**config.mk**
```make
export PLATFORM = sky130hd
export DESIGN_NAME = systolic_feed_sequencer_flat
export DESIGN_NICKNAME = d
export VERILOG_FILES = /design/src/rtl/systolic_feed_sequencer_if.sv /design/src/rtl/systolic_feed_sequencer.sv /design/src/flat_wrapper.sv
export SDC_FILE = /design/constraint.sdc
export NUM_CORES = 1
export LEC_CHECK = 0
export ABC_AREA = 1
export BUFFER_PORTS_ARGS = -buffer_cell sky130_fd_sc_hd__buf_2
export CELL_PAD_IN_SITES_DETAIL_PLACEMENT = 2
export CELL_PAD_IN_SITES_GLOBAL_PLACEMENT = 2
export CORE_MARGIN = 2
export CORE_UTILIZATION = 30
export CTS_BUF_LIST = sky130_fd_sc_hd__clkbuf_2 sky130_fd_sc_hd__clkbuf_4 sky130_fd_sc_hd__clkbuf_8
export CTS_CLUSTER_SIZE = 30
export DETAILED_ROUTE_END_ITERATION = 8
export PLACE_DENSITY_LB_ADDON = 0.1
export SETUP_SLACK_MARGIN = 0.4
export SYNTH_ARGS = -nofsm -noshare
export SYNTH_HDL_FRONTEND = slang
export SYNTH_SLANG_ARGS = --single-unit
```
**constraint.sdc**
```tcl
create_clock -name clk -period 1.7 [get_ports clk]
set_input_delay 0.34 -clock clk [delete_from_list [all_inputs] [get_ports clk]]
set_output_delay 0.34 -clock clk [all_outputs]
set_load 0.02 [all_outputs]
```
**src/rtl/systolic_feed_sequencer_if.sv**
```systemverilog
// Command and datapath-control bundle for the systolic feed sequencer.
// master = job issuer / datapath side, slave = sequencer.
interface systolic_feed_sequencer_if #(
    parameter int ADDR_WIDTH = 8,
    parameter int LEN_WIDTH  = 8
);
    logic                  start;
    logic                  abort;
    logic [LEN_WIDTH-1:0]  k_len;
    logic [ADDR_WIDTH-1:0] base_addr;
    logic                  busy;
    logic                  done;
    logic                  result_valid;
    logic                  rd_en;
    logic [ADDR_WIDTH-1:0] rd_addr;
    logic                  skew_load_en;
    logic                  skew_flush;
    logic                  pe_clear;

    modport master (
        output start, abort, k_len, base_addr,
        input  busy, done, result_valid, rd_en, rd_addr,
        input  skew_load_en, skew_flush, pe_clear
    );

    modport slave (
        input  start, abort, k_len, base_addr,
        output busy, done, result_valid, rd_en, rd_addr,
        output skew_load_en, skew_flush, pe_clear
    );
endinterface

```
**src/rtl/systolic_feed_sequencer.sv**
```systemverilog
// Job sequencer for one matmul pass: clear, K operand fetches, drain, done.
// All outputs are registered; skew load trails the buffer read by one cycle.
module systolic_feed_sequencer #(
    parameter int ARRAY_SIZE = 4,
    parameter int ADDR_WIDTH = 8,
    parameter int LEN_WIDTH  = 8
) (
    input  logic clk,
    input  logic rst_n,
    systolic_feed_sequencer_if.slave bus
);
    localparam int DRAIN_LEN = 2 * ARRAY_SIZE;
    localparam int DW        = $clog2(DRAIN_LEN + 1);

    typedef enum logic [2:0] {
        S_IDLE,
        S_CLEAR,
        S_FETCH,
        S_DRAIN,
        S_DONE
    } state_t;

    state_t                r_state;
    logic [LEN_WIDTH-1:0]  r_k;
    logic [LEN_WIDTH-1:0]  r_idx;
    logic [ADDR_WIDTH-1:0] r_base;
    logic [ADDR_WIDTH-1:0] r_addr;
    logic [DW-1:0]         r_drain;
    logic                  r_busy;
    logic                  r_done;
    logic                  r_rv;
    logic                  r_rd_en;
    logic                  r_sle;
    logic                  r_flush;
    logic                  r_clr;

    logic w_last_fetch;
    logic w_last_drain;
    logic w_abort;

    assign w_last_fetch = (r_idx == (r_k - LEN_WIDTH'(1)));
    assign w_last_drain = (r_drain == DW'(DRAIN_LEN - 1));
    assign w_abort      = bus.abort &&
                          ((r_state == S_CLEAR) ||
                           (r_state == S_FETCH) ||
                           (r_state == S_DRAIN));

    // State machine with registered Moore outputs.
    always_ff @(posedge clk or negedge rst_n) begin
        if (!rst_n) begin
            r_state <= S_IDLE;
            r_k     <= '0;
            r_idx   <= '0;
            r_base  <= '0;
            r_addr  <= '0;
            r_drain <= '0;
            r_busy  <= 1'b0;
            r_done  <= 1'b0;
            r_rv    <= 1'b0;
            r_rd_en <= 1'b0;
            r_sle   <= 1'b0;
            r_flush <= 1'b0;
            r_clr   <= 1'b0;
        end else begin
            r_clr   <= 1'b0;
            r_flush <= 1'b0;
            r_done  <= 1'b0;
            r_rv    <= 1'b0;
            r_sle   <= r_rd_en;
            if (w_abort) begin
                r_state <= S_IDLE;
                r_busy  <= 1'b0;
                r_rd_en <= 1'b0;
                r_sle   <= 1'b0;
                r_flush <= 1'b1;
            end else begin
                unique case (r_state)
                    // DONE also samples start so a held start chains jobs
                    // with no idle gap.
                    S_IDLE, S_DONE: begin
                        r_state <= S_IDLE;
                        r_busy  <= 1'b0;
                        r_rd_en <= 1'b0;
                        if (bus.start) begin
                            r_busy <= 1'b1;
                            if (bus.k_len != '0) begin
                                r_state <= S_CLEAR;
                                r_k     <= bus.k_len;
                                r_base  <= bus.base_addr;
                                r_clr   <= 1'b1;
                                r_flush <= 1'b1;
                            end else begin
                                r_state <= S_DONE;
                                r_done  <= 1'b1;
                            end
                        end
                    end
                    S_CLEAR: begin
                        r_state <= S_FETCH;
                        r_rd_en <= 1'b1;
                        r_addr  <= r_base;
                        r_idx   <= '0;
                    end
                    S_FETCH: begin
                        if (w_last_fetch) begin
                            r_state <= S_DRAIN;
                            r_rd_en <= 1'b0;
                            r_drain <= '0;
                        end else begin
                            r_idx  <= r_idx + LEN_WIDTH'(1);
                            r_addr <= r_addr + ADDR_WIDTH'(1);
                        end
                    end
                    S_DRAIN: begin
                        if (w_last_drain) begin
                            r_state <= S_DONE;
                            r_done  <= 1'b1;
                            r_rv    <= 1'b1;
                        end else begin
                            r_drain <= r_drain + DW'(1);
                        end
                    end
                    default: begin
                        r_state <= S_IDLE;
                        r_busy  <= 1'b0;
                        r_rd_en <= 1'b0;
                    end
                endcase
            end
        end
    end

    assign bus.busy         = r_busy;
    assign bus.done         = r_done;
    assign bus.result_valid = r_rv;
    assign bus.rd_en        = r_rd_en;
    assign bus.rd_addr      = r_addr;
    assign bus.skew_load_en = r_sle;
    assign bus.skew_flush   = r_flush;
    assign bus.pe_clear     = r_clr;
endmodule
```
**src/flat_wrapper.sv**
```systemverilog
// flat-port wrapper written by rule: the top's interface ports become plain ports
module systolic_feed_sequencer_flat 
#(
    parameter int ARRAY_SIZE = 4,
    parameter int ADDR_WIDTH = 8,
    parameter int LEN_WIDTH  = 8
)
  (clk, rst_n, bus_start, bus_abort, bus_k_len, bus_base_addr, bus_busy, bus_done, bus_result_valid, bus_rd_en, bus_rd_addr, bus_skew_load_en, bus_skew_flush, bus_pe_clear);
  systolic_feed_sequencer_if #(.ADDR_WIDTH(ADDR_WIDTH), .LEN_WIDTH(LEN_WIDTH)) bus_i ();
  input  logic clk;
  input  logic rst_n;
  input wire logic [$bits(bus_i.start)-1:0] bus_start;
  input wire logic [$bits(bus_i.abort)-1:0] bus_abort;
  input wire logic [$bits(bus_i.k_len)-1:0] bus_k_len;
  input wire logic [$bits(bus_i.base_addr)-1:0] bus_base_addr;
  output wire logic [$bits(bus_i.busy)-1:0] bus_busy;
  output wire logic [$bits(bus_i.done)-1:0] bus_done;
  output wire logic [$bits(bus_i.result_valid)-1:0] bus_result_valid;
  output wire logic [$bits(bus_i.rd_en)-1:0] bus_rd_en;
  output wire logic [$bits(bus_i.rd_addr)-1:0] bus_rd_addr;
  output wire logic [$bits(bus_i.skew_load_en)-1:0] bus_skew_load_en;
  output wire logic [$bits(bus_i.skew_flush)-1:0] bus_skew_flush;
  output wire logic [$bits(bus_i.pe_clear)-1:0] bus_pe_clear;
  assign bus_i.start = bus_start;
  assign bus_i.abort = bus_abort;
  assign bus_i.k_len = bus_k_len;
  assign bus_i.base_addr = bus_base_addr;
  assign bus_busy = bus_i.busy;
  assign bus_done = bus_i.done;
  assign bus_result_valid = bus_i.result_valid;
  assign bus_rd_en = bus_i.rd_en;
  assign bus_rd_addr = bus_i.rd_addr;
  assign bus_skew_load_en = bus_i.skew_load_en;
  assign bus_skew_flush = bus_i.skew_flush;
  assign bus_pe_clear = bus_i.pe_clear;
  systolic_feed_sequencer #(.ARRAY_SIZE(ARRAY_SIZE), .ADDR_WIDTH(ADDR_WIDTH), .LEN_WIDTH(LEN_WIDTH)) u_core (.clk(clk), .rst_n(rst_n), .bus(bus_i));
endmodule
```
==> flow_summary.json <==
{
  "synth_xor_area_share_pct": 4.183,
  "syn_nets": 362,
  "yosysWarnings": 0,
  "leakage_nw": 1.807,
  "start_util_pct": 30.73,
  "max_stage_delay_ns": 0.41,
  "drt_first_pass_iters": 4,
  "crit_fanout": 16,
  "drc_errors": 0,
  "fin_crit_ns": 1.875,
  "first_iter_violations": 55,
  "dieArea_mm2": 0.009123,
  "io_pins": 35,
  "start_kind": "flip-flop",
  "crit_type": "flip-flop to flip-flop",
  "yosys.area_share.simple_pct": 32.62,
  "synth_top_family_by_area": "simple AND/OR/NAND/NOR gates",
  "worst_clock_skew_ns": 0.01057,
  "cts_inserted_buffers": 5,
  "drv_cap": 0,
  "synth-compound-area-share_pct": 8.317,
  "final_cell_count_no_fill": 519,
  "critPathCaptureType": "flip-flop",
  "cts_tree": "yes",
  "synthAdderAreaFrac_pct": 1.992,
  "gp_congestion": 0.7768,
  "worstHoldPathType": "input port to async pin",
  "syn_area_per_cell_um2": 7.433,
  "core-area_mm2": 0.008175,
  "finalCritPeriodShare_pct": 110.3,
  "grt_usage_pct": 19.55,
  "reg2reg_slack_ns": -0.18,
  "setup_violations": 23,
  "dr_wl_met2_um": 4973,
  "first_global_vias": 2725,
  "place_ws_ns": -0.1536,
  "ys_ff_latch": 46,
  "h-tree-depth": 2,
  "clock_latency_ns": 0.31,
  "die_w_um": 95.52,
  "tightest_slew_ns": 0.4973,
  "io_buffers": 34,
  "drive_gt1_share_pct": 35.27,
  "syn_inst": 338,
  "holdBufCountCts": 0,
  "synth_mux_area_share_pct": 0,
  "antenna_cells": 0,
  "crit_family": "simple AND/OR/NAND/NOR gates",
  "vias": 2550,
  "clk_pin_slew_ns": 0.09,
  "area_growth_pct": 40.49,
  "failed_checks": "setup timing",
  "grt_max_degree": 47,
  "path_buf_inv": 2,
  "worstReg2RegStart": "u_core.r_k[1]",
  "max_freq_mhz": 533.3,
  "slowest_stage": "dfrtp_1",
  "die_h_um": 95.52,
  "wl_met3_um": 183,
  "dr.max_layer_used": "met4",
  "rsz0062_at_grt": "true",
  "fillers": 979,
  "wl_um": 9148,
  "cts.sinks": 46,
  "finalHoldViolations": 0,
  "drv_slew": 0,
  "setup_ws_ns": -0.1751,
  "yosysSeqAreaShare_pct": 45.82,
  "ir_drop_mv": 0.5828,
  "reg2regPathDepth": 13,
  "synth_area_mm2": 0.002512,
  "post-route-util_pct": 43.17,
  "rows": 33,
  "crit_path_frequent_cell": "nand2_1",
  "clockBufferDepth": 2,
  "postRouteAntennaNets": 0,
  "nNetsFinal": 437,
  "wirelength_met1_um": 3848,
  "crit-reg2reg-capture": "u_core.r_idx[5]",
  "synth_cell_type_count": 31,
  "wire_per_inst_um": 17.63,
  "gr-total-overflow": 0,
  "antenna_found_initial": 0,
  "outcome": "finished, violations left",
  "critPathArrivalTime_ns": 2.11,
  "cp_cell_sequence": "inv_2 > ha_4 > nand3_4 > nand2_2 > nand2_1 > nor2_1 > nand2_1 > nor2_2 > nand3_2 > nand2_4 > buf_12 > nand2_1 > o21ai_1",
  "place_hpwl_um": 5935,
  "power.density_mw_per_mm2": 1763,
  "required_ns": 1.93,
  "grt_pass1_wl_um": 13610,
  "clockRootBuffer": "clkbuf_8",
  "avgViaCountPerCell": 4.913,
  "dp_cells": 488,
  "slew_headroom_pct": 66.73
}
==> report_power, final <==
| group | internal [mW] | total, mW | switching [mW] |
|---|---|---|---|
| Combinational | 1.53 | 3.62 | 2.10 |
| Clock | 0.374 | 0.789 | 0.415 |
| Sequential | 1.47 | 1.81 | 0.335 |
| Total | 3.37 | 6.22 | 2.85 |
==> routing by layer <==
metal / vias up / track usage [%]
met2: 32 / 36.33
met3: 10 / 2.846
li1: 1221 / -
met1: 1287 / 24.16
met5: - / 0
met4: 0 / 3.452
==> worst max-delay path by stage <==
stage,start,endpoint,slack [ns],cells past startpoint
after global placement,u_core.r_k[1],u_core.r_idx[0],-0.01,13
after CTS,u_core.r_k[1],u_core.r_idx[7],-0.11,14
after detailed placement,u_core.r_k[1],u_core.bus.rd_addr[2],-0.15,13
after global routing,u_core.r_k[1],u_core.r_idx[5],-0.32,13
final,u_core.r_k[1],u_core.r_idx[5],-0.18,13
after floorplan,u_core.r_k[0],u_core.bus.rd_addr[7],0.12,14
==> Yosys cell counts <==
| library cell | n | area share, % |
|---|---|---|
| a21oi_1 | 4 | 0.80 |
| a2bb2oi_1 | 1 | 0.35 |
| and2_1 | 1 | 0.25 |
| buf_2 | 3 | 0.60 |
| buf_6 | 2 | 0.90 |
| clkbuf_1 | 1 | 0.15 |
| clkbuf_2 | 1 | 0.20 |
| clkinv_1 | 1 | 0.15 |
| dfrtp_1 | 46 | 46 |
| ha_1 | 4 | 2.0 |
| inv_1 | 33 | 4.9 |
| inv_2 | 1 | 0.15 |
| nand2_1 | 124 | 19 |
| nand2_4 | 1 | 0.45 |
| nand3_1 | 18 | 3.6 |
| nand3_2 | 2 | 0.80 |
| nand3b_1 | 2 | 0.60 |
| nand4_1 | 5 | 1.2 |
| nor2_1 | 32 | 4.8 |
| nor2_2 | 3 | 0.75 |
| nor2_4 | 1 | 0.45 |
| nor3_1 | 1 | 0.20 |
| nor4_1 | 2 | 0.50 |
| o21a_1 | 1 | 0.30 |
| o21ai_0 | 28 | 5.6 |
| o21ai_1 | 5 | 1.0 |
| o31ai_1 | 1 | 0.30 |
| or2_1 | 1 | 0.25 |
| or2_2 | 1 | 0.25 |
| xnor2_1 | 4 | 1.4 |
| xor2_1 | 8 | 2.8 |
==> worst reg2reg max path, stage by stage, from the launching register on <==
cell and delay, ns:
dfrtp_1 0.41, inv_2 0.09, ha_4 0.17, nand3_4 0.10
nand2_2 0.09, nand2_1 0.06, nor2_1 0.10, nand2_1 0.09
nor2_2 0.16, nand3_2 0.12, nand2_4 0.12, buf_12 0.15
nand2_1 0.06, o21ai_1 0.08
==> cells in the final DEF, fill, tap and decap left out, drive strengths merged, types with 2 or more instances in the layout <==
master  instances
clkinv          2
nor4            2
ha              4
or2             2
buf            72
xnor2           4
clkbuf          9
nand3b          2
o21ai          33
inv            34
nand2         125
nand4           5
nor2           37
nand3          20
a21oi           4
xor2            8
dfrtp          46
==> repair_timing <==
item                       4_1_cts  5_1_grt
cloned                           1        2
pin swaps                        5       14
setup endpoints to repair       45       45
setup buffers                    5       15
gates resized for setup         21       63
==> metrics by stage <==
step	power, mW	hold slack [ns]	cell area [um2]	TNS [ns]
2_1_floorplan	3.503	0.04441	2547	0
5_1_grt	6.757	0.007738	3530	-6.367
6_report	6.222	0.003889	3530	-3.041
4_1_cts	5.590	0.01979	3188	-2.062
3_5_place_dp	4.554	0.3533	2960	-2.241
3_3_place_gp	4.414	0.3540	2960	-0.07102
==> cells by family (layout without fill, tap and decap cells) <==
group | after synthesis | after routing
AO/OA/AOI/OAI | 40 | 40
flip-flops | 46 | 46
XOR/XNOR | 12 | 12
adder cells (fa/ha/maj) | 4 | 4
buffers and inverters | 42 | 117
AND/OR/NAND/NOR | 194 | 195
==> final cells by class <==
class,count,area (um2),area share [%]
Inverter,35,131.4,3.722
Multi-Input combinational cell,251,1421,40.27
Clock inverter,1,8.758,0.2481
Tap cell,105,131.4,3.722
Clock buffer,7,96.34,2.730
Sequential cell,46,1156,32.75
Timing Repair Buffer,74,584.3,16.55
==> sequential cells by signal (all words and copies together) (netlist names) <==
name                     cells
u_core.bus.rd_en             1
u_core.bus.result_valid      1
u_core.bus.busy              1
u_core.bus.rd_addr           8
u_core.r_base                8
u_core.r_drain               4
u_core.r_state               3
u_core.bus.done              1
u_core.bus.skew_flush        1
u_core.r_idx                 8
u_core.r_k                   8
u_core.bus.pe_clear          1
u_core.bus.skew_load_en      1
(Power assumes the default switching activity.)
